### config.mk
export PLATFORM = sky130hd
export DESIGN_NAME = fc_train_sequencer
export DESIGN_NICKNAME = d
export VERILOG_FILES = /design/src/rtl/fc_seq_pkg.sv /design/src/rtl/osc_divider.sv /design/src/rtl/fc_train_sequencer.sv
export SDC_FILE = /design/constraint.sdc
export NUM_CORES = 1
export LEC_CHECK = 0
export BUFFER_PORTS_ARGS = -buffer_cell sky130_fd_sc_hd__buf_2
export CAP_MARGIN = 20
export CORE_MARGIN = 10
export CORE_UTILIZATION = 56
export DETAILED_ROUTE_END_ITERATION = 8
export PLACE_DENSITY = 0.79
export SETUP_SLACK_MARGIN = 0.05
export SLEW_MARGIN = 5
export SYNTH_ARGS = -nofsm -noshare
export SYNTH_HDL_FRONTEND = slang
export SYNTH_SLANG_ARGS = --single-unit
### constraint.sdc
create_clock -name clk_in -period 2.7 [get_ports clk_in]
set_clock_uncertainty 0.05 [all_clocks]
set_input_delay 0.54 -clock clk_in [delete_from_list [all_inputs] [get_ports clk_in]]
set_output_delay 0.54 -clock clk_in [all_outputs]
set_load 0.1 [all_outputs]
### src/rtl/fc_seq_pkg.sv
// Shared types and width helpers for the fc layer-chain training sequencer.
package fc_seq_pkg;

    typedef enum logic [2:0] {
        IDLE  = 3'd0,
        FETCH = 3'd1,
        FWD   = 3'd2,
        BWD   = 3'd3,
        DONE  = 3'd4
    } state_t;

    // Never returns 0 so that single-value counters still get a 1-bit register.
    function automatic int unsigned clog2_min1(input int unsigned v);
        return (v > 1) ? $clog2(v) : 1;
    endfunction

    function automatic int unsigned phase_w(input int unsigned fd, input int unsigned bk);
        return clog2_min1((fd > bk) ? fd : bk);
    endfunction

    function automatic int unsigned layer_w(input int unsigned n);
        return clog2_min1(n);
    endfunction

endpackage

### src/rtl/osc_divider.sv
// Free-running divided clock: toggles once every OSC_DIV input clocks.
module osc_divider
    import fc_seq_pkg::*;
#(
    parameter int unsigned OSC_DIV = 2
) (
    input  logic clk_in,
    input  logic rst_in,
    output logic oscillator_out
);

    localparam int unsigned CW = clog2_min1(OSC_DIV);
    localparam logic [CW-1:0] LAST = CW'(OSC_DIV - 1);

    logic [CW-1:0] r_cnt;
    logic          r_osc;

    always_ff @(posedge clk_in or negedge rst_in) begin
        if (!rst_in) begin
            r_cnt <= '0;
            r_osc <= 1'b0;
        end else if (r_cnt == LAST) begin
            r_cnt <= '0;
            r_osc <= ~r_osc;
        end else begin
            r_cnt <= r_cnt + CW'(1);
        end
    end

    assign oscillator_out = r_osc;

endmodule

### src/rtl/fc_train_sequencer.sv
// Sequences sample fetch, forward and backward strobes across a chain of fc layers.
module fc_train_sequencer
    import fc_seq_pkg::*;
#(
    parameter int unsigned NUM_LAYERS = 3,
    parameter int unsigned FD_CYCLES  = 3,
    parameter int unsigned BK_CYCLES  = 3,
    parameter int unsigned ITER_W     = 16,
    parameter int unsigned OSC_DIV    = 2
) (
    input  logic                  clk_in,
    input  logic                  rst_in,
    input  logic                  start_in,
    input  logic                  stop_in,
    input  logic                  infer_in,
    input  logic [ITER_W-1:0]     iterations_in,
    input  logic                  sample_valid_in,
    output logic                  sample_req_out,
    output logic [NUM_LAYERS-1:0] fd_prop_out,
    output logic [NUM_LAYERS-1:0] bk_prop_out,
    output logic                  oscillator_out,
    output logic                  busy_out,
    output logic                  done_out,
    output logic [ITER_W-1:0]     iter_count_out
);

    localparam int unsigned PW = phase_w(FD_CYCLES, BK_CYCLES);
    localparam int unsigned LW = layer_w(NUM_LAYERS);
    localparam logic [PW-1:0] FD_LAST    = PW'(FD_CYCLES - 1);
    localparam logic [PW-1:0] BK_LAST    = PW'(BK_CYCLES - 1);
    localparam logic [LW-1:0] LAYER_LAST = LW'(NUM_LAYERS - 1);
    localparam logic [NUM_LAYERS-1:0] ONE_HOT0 = NUM_LAYERS'(1);

    state_t                r_state, w_state_nxt;
    logic [LW-1:0]         r_layer, w_layer_nxt;
    logic [PW-1:0]         r_phase, w_phase_nxt;
    logic [ITER_W-1:0]     r_target, w_target_nxt;
    logic [ITER_W-1:0]     r_cnt, w_cnt_nxt;
    logic                  r_infer, w_infer_nxt;
    logic                  r_stop_pend, w_stop_nxt;
    logic                  w_end_iter;
    logic [ITER_W-1:0]     w_cnt_inc;

    logic                  r_req, r_busy, r_done;
    logic [NUM_LAYERS-1:0] r_fd, r_bk;

    assign w_cnt_inc = r_cnt + ITER_W'(1);

    always_comb begin
        w_state_nxt  = r_state;
        w_layer_nxt  = r_layer;
        w_phase_nxt  = r_phase;
        w_target_nxt = r_target;
        w_cnt_nxt    = r_cnt;
        w_infer_nxt  = r_infer;
        w_stop_nxt   = r_stop_pend;
        w_end_iter   = 1'b0;

        if (stop_in && (r_state == FETCH || r_state == FWD || r_state == BWD))
            w_stop_nxt = 1'b1;

        case (r_state)
            IDLE: begin
                if (start_in) begin
                    w_target_nxt = iterations_in;
                    w_infer_nxt  = infer_in;
                    w_cnt_nxt    = '0;
                    w_stop_nxt   = 1'b0;
                    w_state_nxt  = (iterations_in != '0) ? FETCH : DONE;
                end
            end
            FETCH: begin
                if (sample_valid_in) begin
                    w_state_nxt = FWD;
                    w_layer_nxt = '0;
                    w_phase_nxt = '0;
                end
            end
            FWD: begin
                if (r_phase == FD_LAST) begin
                    w_phase_nxt = '0;
                    if (r_layer != LAYER_LAST)
                        w_layer_nxt = r_layer + LW'(1);
                    else if (!r_infer)
                        w_state_nxt = BWD;
                    else
                        w_end_iter = 1'b1;
                end else begin
                    w_phase_nxt = r_phase + PW'(1);
                end
            end
            BWD: begin
                if (r_phase == BK_LAST) begin
                    w_phase_nxt = '0;
                    if (r_layer != '0)
                        w_layer_nxt = r_layer - LW'(1);
                    else
                        w_end_iter = 1'b1;
                end else begin
                    w_phase_nxt = r_phase + PW'(1);
                end
            end
            DONE:    w_state_nxt = IDLE;
            default: w_state_nxt = IDLE;
        endcase

        // A stop arriving on the final strobe edge still ends the run there.
        if (w_end_iter) begin
            w_cnt_nxt   = w_cnt_inc;
            w_state_nxt = (w_cnt_inc == r_target || w_stop_nxt) ? DONE : FETCH;
        end
    end

    always_ff @(posedge clk_in or negedge rst_in) begin
        if (!rst_in) begin
            r_state     <= IDLE;
            r_layer     <= '0;
            r_phase     <= '0;
            r_target    <= '0;
            r_cnt       <= '0;
            r_infer     <= 1'b0;
            r_stop_pend <= 1'b0;
            r_req       <= 1'b0;
            r_fd        <= '0;
            r_bk        <= '0;
            r_busy      <= 1'b0;
            r_done      <= 1'b0;
        end else begin
            r_state     <= w_state_nxt;
            r_layer     <= w_layer_nxt;
            r_phase     <= w_phase_nxt;
            r_target    <= w_target_nxt;
            r_cnt       <= w_cnt_nxt;
            r_infer     <= w_infer_nxt;
            r_stop_pend <= w_stop_nxt;
            // Outputs are registered from the next state so they align with it.
            r_req       <= (w_state_nxt == FETCH);
            r_fd        <= (w_state_nxt == FWD) ? (ONE_HOT0 << w_layer_nxt) : '0;
            r_bk        <= (w_state_nxt == BWD) ? (ONE_HOT0 << w_layer_nxt) : '0;
            r_busy      <= (w_state_nxt != IDLE);
            r_done      <= (w_state_nxt == DONE);
        end
    end

    osc_divider #(.OSC_DIV(OSC_DIV)) u_osc (
        .clk_in         (clk_in),
        .rst_in         (rst_in),
        .oscillator_out (oscillator_out)
    );

    assign sample_req_out = r_req;
    assign fd_prop_out    = r_fd;
    assign bk_prop_out    = r_bk;
    assign busy_out       = r_busy;
    assign done_out       = r_done;
    assign iter_count_out = r_cnt;

endmodule

# Word level (Yosys, flattened, before mapping)
# Index checks and enable logic that the tools add are counted.
# Widths: inputs -> output; s select.
# totals
latchBits	0
word_cells	80
ramBits	0
mem_count	0
out_inout_bits	26
romBits	0
regBits	52
# op_classes
shifts	1
n_mux	33
bitwise_logic	1
n_mul	0
order_cmp	0
reduce_logical	15
div_mod_pow	0
add_sub_neg	5
n_eq_ne	11
# ops
op	n
$mux 16	3
$mux 3	10
$add 16x1->16 const B	1
$eq 16x16->1	1
$reduce_bool 16->1	1
$mux 2	7
$eq 3x2->1 const B	4
$pmux 3 s4	1
$mux 1	9
$reduce_bool 2->1	4
$eq 3x1->1 const B	2
$pmux 2 s3	1
$reduce_and 2->1	3
$add 2x1->2 const B	2
$ne 2x2->1 const B	2
$pmux 2 s2	1
$eq 3x3->1 const B	1
$logic_not 3->1	1
$logic_or 1x1->1	3
$reduce_bool 3->1	1
$shl 1x2->3 const A	1
$eq 2x2->1 const B	1
$pmux 1 s2	1
$reduce_or 2->1	1
4 further kinds	4

# Logic depth before layout (Yosys ltp)
# logic_depth
depth_word	12
mapped_depth	8
mapped_depth_nobuf	8

# Cells and area by module
# From an unflattened synthesis, not the netlist that was laid out.
# unflattened
cells_unflattened	293
hier_area_um2	2902.8
# modules_own_cells
module	area_each_um2	cells_per_inst	seq_area_each_um2	n_inst
fc_train_sequencer	2840.2	289	1251.2	1
osc_divider	62.6	4	50.0	1

# Least setup slack after synthesis
# OpenSTA, ideal clock, no wires.
# synth_path
path_type	reg2reg
start	register r_cnt[0] (netlist: iter_count_out[0])
end	register r_done (netlist: done_out)
path_slack_ps	-168
stages_incl_launch_ff	8
t_required_ps	2585
t_arrival_ps	2753
n_path_buf	0
path_cell_list	dfrtp_1 -> ha_1 -> nand3_2 -> nor4_4 -> xnor2_1 -> nand4_1 -> nor4_2 -> a211o_1
# synth_between
elab_chain_len	6
# synth_lines
element	line_no	text
start, declared	fc_train_sequencer.sv:38	logic [ITER_W-1:0] r_cnt, w_cnt_nxt;
start signal, assigned	fc_train_sequencer.sv:133	r_cnt <= w_cnt_nxt;
$add 16x1->16	fc_train_sequencer.sv:47	assign w_cnt_inc = r_cnt + ITER_W'(1);
$eq 16x16->1	fc_train_sequencer.sv:110	w_state_nxt = (w_cnt_inc == r_target || w_stop_nxt) ? DONE : FETCH;
$logic_or 1x1->1	fc_train_sequencer.sv:110	
$mux 3	fc_train_sequencer.sv:110	
$mux 3	fc_train_sequencer.sv:108	if (w_end_iter) begin
$eq 3x3->1	fc_train_sequencer.sv:141	r_done <= (w_state_nxt == DONE);
end signal, assigned	fc_train_sequencer.sv:141	
end, declared	fc_train_sequencer.sv:44	logic r_req, r_busy, r_done;
# No other way between the ends.
# A chain may end at the register's enable or synchronous reset.

# Final worst setup path
# Ends and elaborated chain as after synthesis.

==> flow_metrics.tcl <==
set metrics [dict create \
    slew_headroom_pct 40.35 \
    ys.flop_type "dfrtp_1" \
    ys_async_sr_fraction_pct 100.0 \
    fin_area_sq_um 3241 \
    drive_gt1_share_pct 31.01 \
    nets 341 \
    initial_core_util_pct 59.17 \
    avgSynthCellArea_sq_um 10.67 \
    routed-via-count 2269 \
    fmax_mhz 412.7 \
    cts_setup_buffers 0 \
    endpoint_kind "register" \
    gp_congestion 0.8883 \
    cp_data_required_time_ps 2910 \
    rsz0062_at_grt "no" \
    yosys_warnings 0 \
    grt_max_degree 40 \
    multi_input_area_sq_um 1464 \
    gr-total-overflow 0 \
    seq_area_frac_synth_pct 45.36 \
    nFillCells 401 \
    final.setup.tns_ps 0 \
    synth_fp_nets 295 \
    register_area_sq_um 1304 \
    portBuffers 47 \
    vdd_drop_max_mv 0.5540 \
    synth.distinct_cells 54 \
    p_switching_w 0.002118 \
    leakagePower_nw 1.491 \
    switching_share_pct 52.46 \
    dieWidth_microns 91.58 \
    cts_tree "built" \
    synth-seq-cells 52 \
    reg2reg_slack_ps 280 \
    slew_violations 0 \
    pwr-share-clk_pct 11.6 \
    worst_pin_slew_ps 891.4 \
    io_pins 48 \
    dr.pass1.iters 4 \
    synthCells 269 \
    placed_area_sq_um 3147 \
    hp-class "in2async" \
    worst_ep_arrival_time_ps 2630 \
    drc 0 \
    crit_type "reg2reg" \
    synthesis.area_sq_um 2869 \
    power.density_nw_per_um2 1246 \
    num_rows 25 \
    htree_levels 2 \
    outcome "completed" \
    seqPwrFrac_pct 35.2 \
    clk_latency_ps 310 \
    cts_max_path_buffers 2 \
    drv_cap 0 \
    cts_sinks 52 \
    final_antenna_net_count 0 \
    critPathLaunchType "register" \
    synth_top_area_share_pct 45.36 \
    synth_area_leader_cell "dfrtp_1" \
    coreArea_sq_um 4848 \
    cts-resized-gates 0 \
    grt_pass1_wl_mm 11.57 \
    yosysMostFrequentCell "dfrtp_1" \
    combPwrFrac_pct 53.2 \
    fin_cells 383 \
    min_period_over_period_pct 89.75 \
    path_max_fanout 9 \
    grt_pass1_vias 2348 \
    hold_buffers 0 \
    cts_root_buf "clkbuf_8" \
    via_per_inst 5.924 \
    routed_wl_mm 6.693 \
    internal_power_w 0.001919 \
    synth_area_leaders "dfrtp_1, mux2_2, xnor2_1, o21ai_0, xor2_1" \
    antenna_found_initial 0 \
    finalHoldViolCount 0 \
    setup-violations-final 0 \
    diodes 0 \
    drtIter0Drc 149 \
    cts_buffers 5 \
    hpwl_mm 5.013 \
    grt_util_all_layers_pct 16.45 \
    clk_pin_slew_ps 100 \
    dp_cells 375 \
    area_growth_pct 12.95 \
    die_area_sq_um 8386 \
    dieHeight_microns 91.58 \
    period_needed_ps 2423 \
    synth-edff-count 0 \
    wire_per_inst_microns 17.48 \
    synthTopCellsByCount "dfrtp_1, o21ai_0, nand2_1, mux2_2, xnor2_1" \
]
## final cells by class
class | count | area share [%]
multi-input cells | 197 | 45.17
flip-flops and latches | 52 | 40.23
repair buffers | 51 | 8.185
well taps | 67 | 2.587
clock buffers | 5 | 2.124
inverters | 8 | 0.9266
clock inverters | 3 | 0.7722
## critical path: stages, from the launching register on
cell and delay, ps:
dfrtp_2 450, ha_1 320, nand3_2 210, nor4_4 390, xnor2_1 160, nand4_1 130, nor4_2 490, a211o_1 170
## registers in the layout (all words and copies together) (netlist names)
| name | count |
|---|---|
| r_infer | 1 |
| sample_req_out | 1 |
| busy_out | 1 |
| iter_count_out | 16 |
| r_phase | 2 |
| r_target | 16 |
| r_state | 3 |
| fd_prop_out | 3 |
| r_layer | 2 |
| u_osc.r_cnt | 1 |
| done_out | 1 |
| bk_prop_out | 3 |
| r_stop_pend | 1 |
| u_osc.oscillator_out | 1 |
## path summary, 6_finish.rpt
kind                                   start           end  cells after the start
min in group clk_in              u_osc.r_cnt   u_osc.r_cnt                      1
hold reg to reg                  u_osc.r_cnt   u_osc.r_cnt                      1
setup / recovery           iter_count_out[0]      done_out                      7
hold / removal                        rst_in  r_target[15]                      1
max in group asynchronous             rst_in    r_state[1]                      2
setup reg to reg           iter_count_out[0]      done_out                      7
## cells in the final DEF (no fill, tap or decap), types with 5 or more instances in the layout
cell and n:
nand3_1 10, mux2_2 17, xnor2_1 15, clkbuf_8 5, nand4_1 6, buf_2 47
a31oi_1 5, dfrtp_1 50, nand2_1 18, nor2_1 13, o31ai_1 6, o21ai_0 23
inv_1 8, xor2_1 10
## cells by family (layout without fill, tap and decap cells)
group	Yosys count	after routing	synth area share, %
and+or+nand+nor	87	87	19.80
AOI/OAI and AO/OA	62	62	14.48
DFF	52	52	45.36
xor gates and xnor gates	25	25	7.632
buffers and inverters	20	67	3.619
muxes	19	19	7.370
adders and majority gates	4	4	1.745
## per-stage QoR
stage	setup slack [ps]	utilization (%)	hold WS (ps)	total power, W
after floorplan	67.01	-	194.4	0.003166
after global placement	408.5	64.90	374.8	0.003530
after detailed placement	313.4	64.90	382.4	0.003581
after CTS	292.2	66.84	300.6	0.004053
after global routing	108.5	66.84	330.6	0.004284
final	276.9	66.84	275.0	0.004037
## power groups by stage
stage                     Clock, W  Sequential [W]  Combinational [W]
after global routing      0.000511         0.00147            0.00230
after detailed placement         0         0.00143            0.00215
after global placement           0         0.00142            0.00211
final                     0.000468         0.00142            0.00215
after CTS                 0.000478         0.00142            0.00216
after floorplan                  0         0.00214            0.00103
## per-layer routing
metal  global-route usage (%)  routed length (microns)  up-vias
met5                        0                        0        -
met4                    3.655                       48        0
met3                    3.210                      310        6
met2                    27.55                     3299       56
met1                    21.31                     3035     1127
li1                         -                        -     1080
No activity file was read; power rests on OpenSTA's default activity.
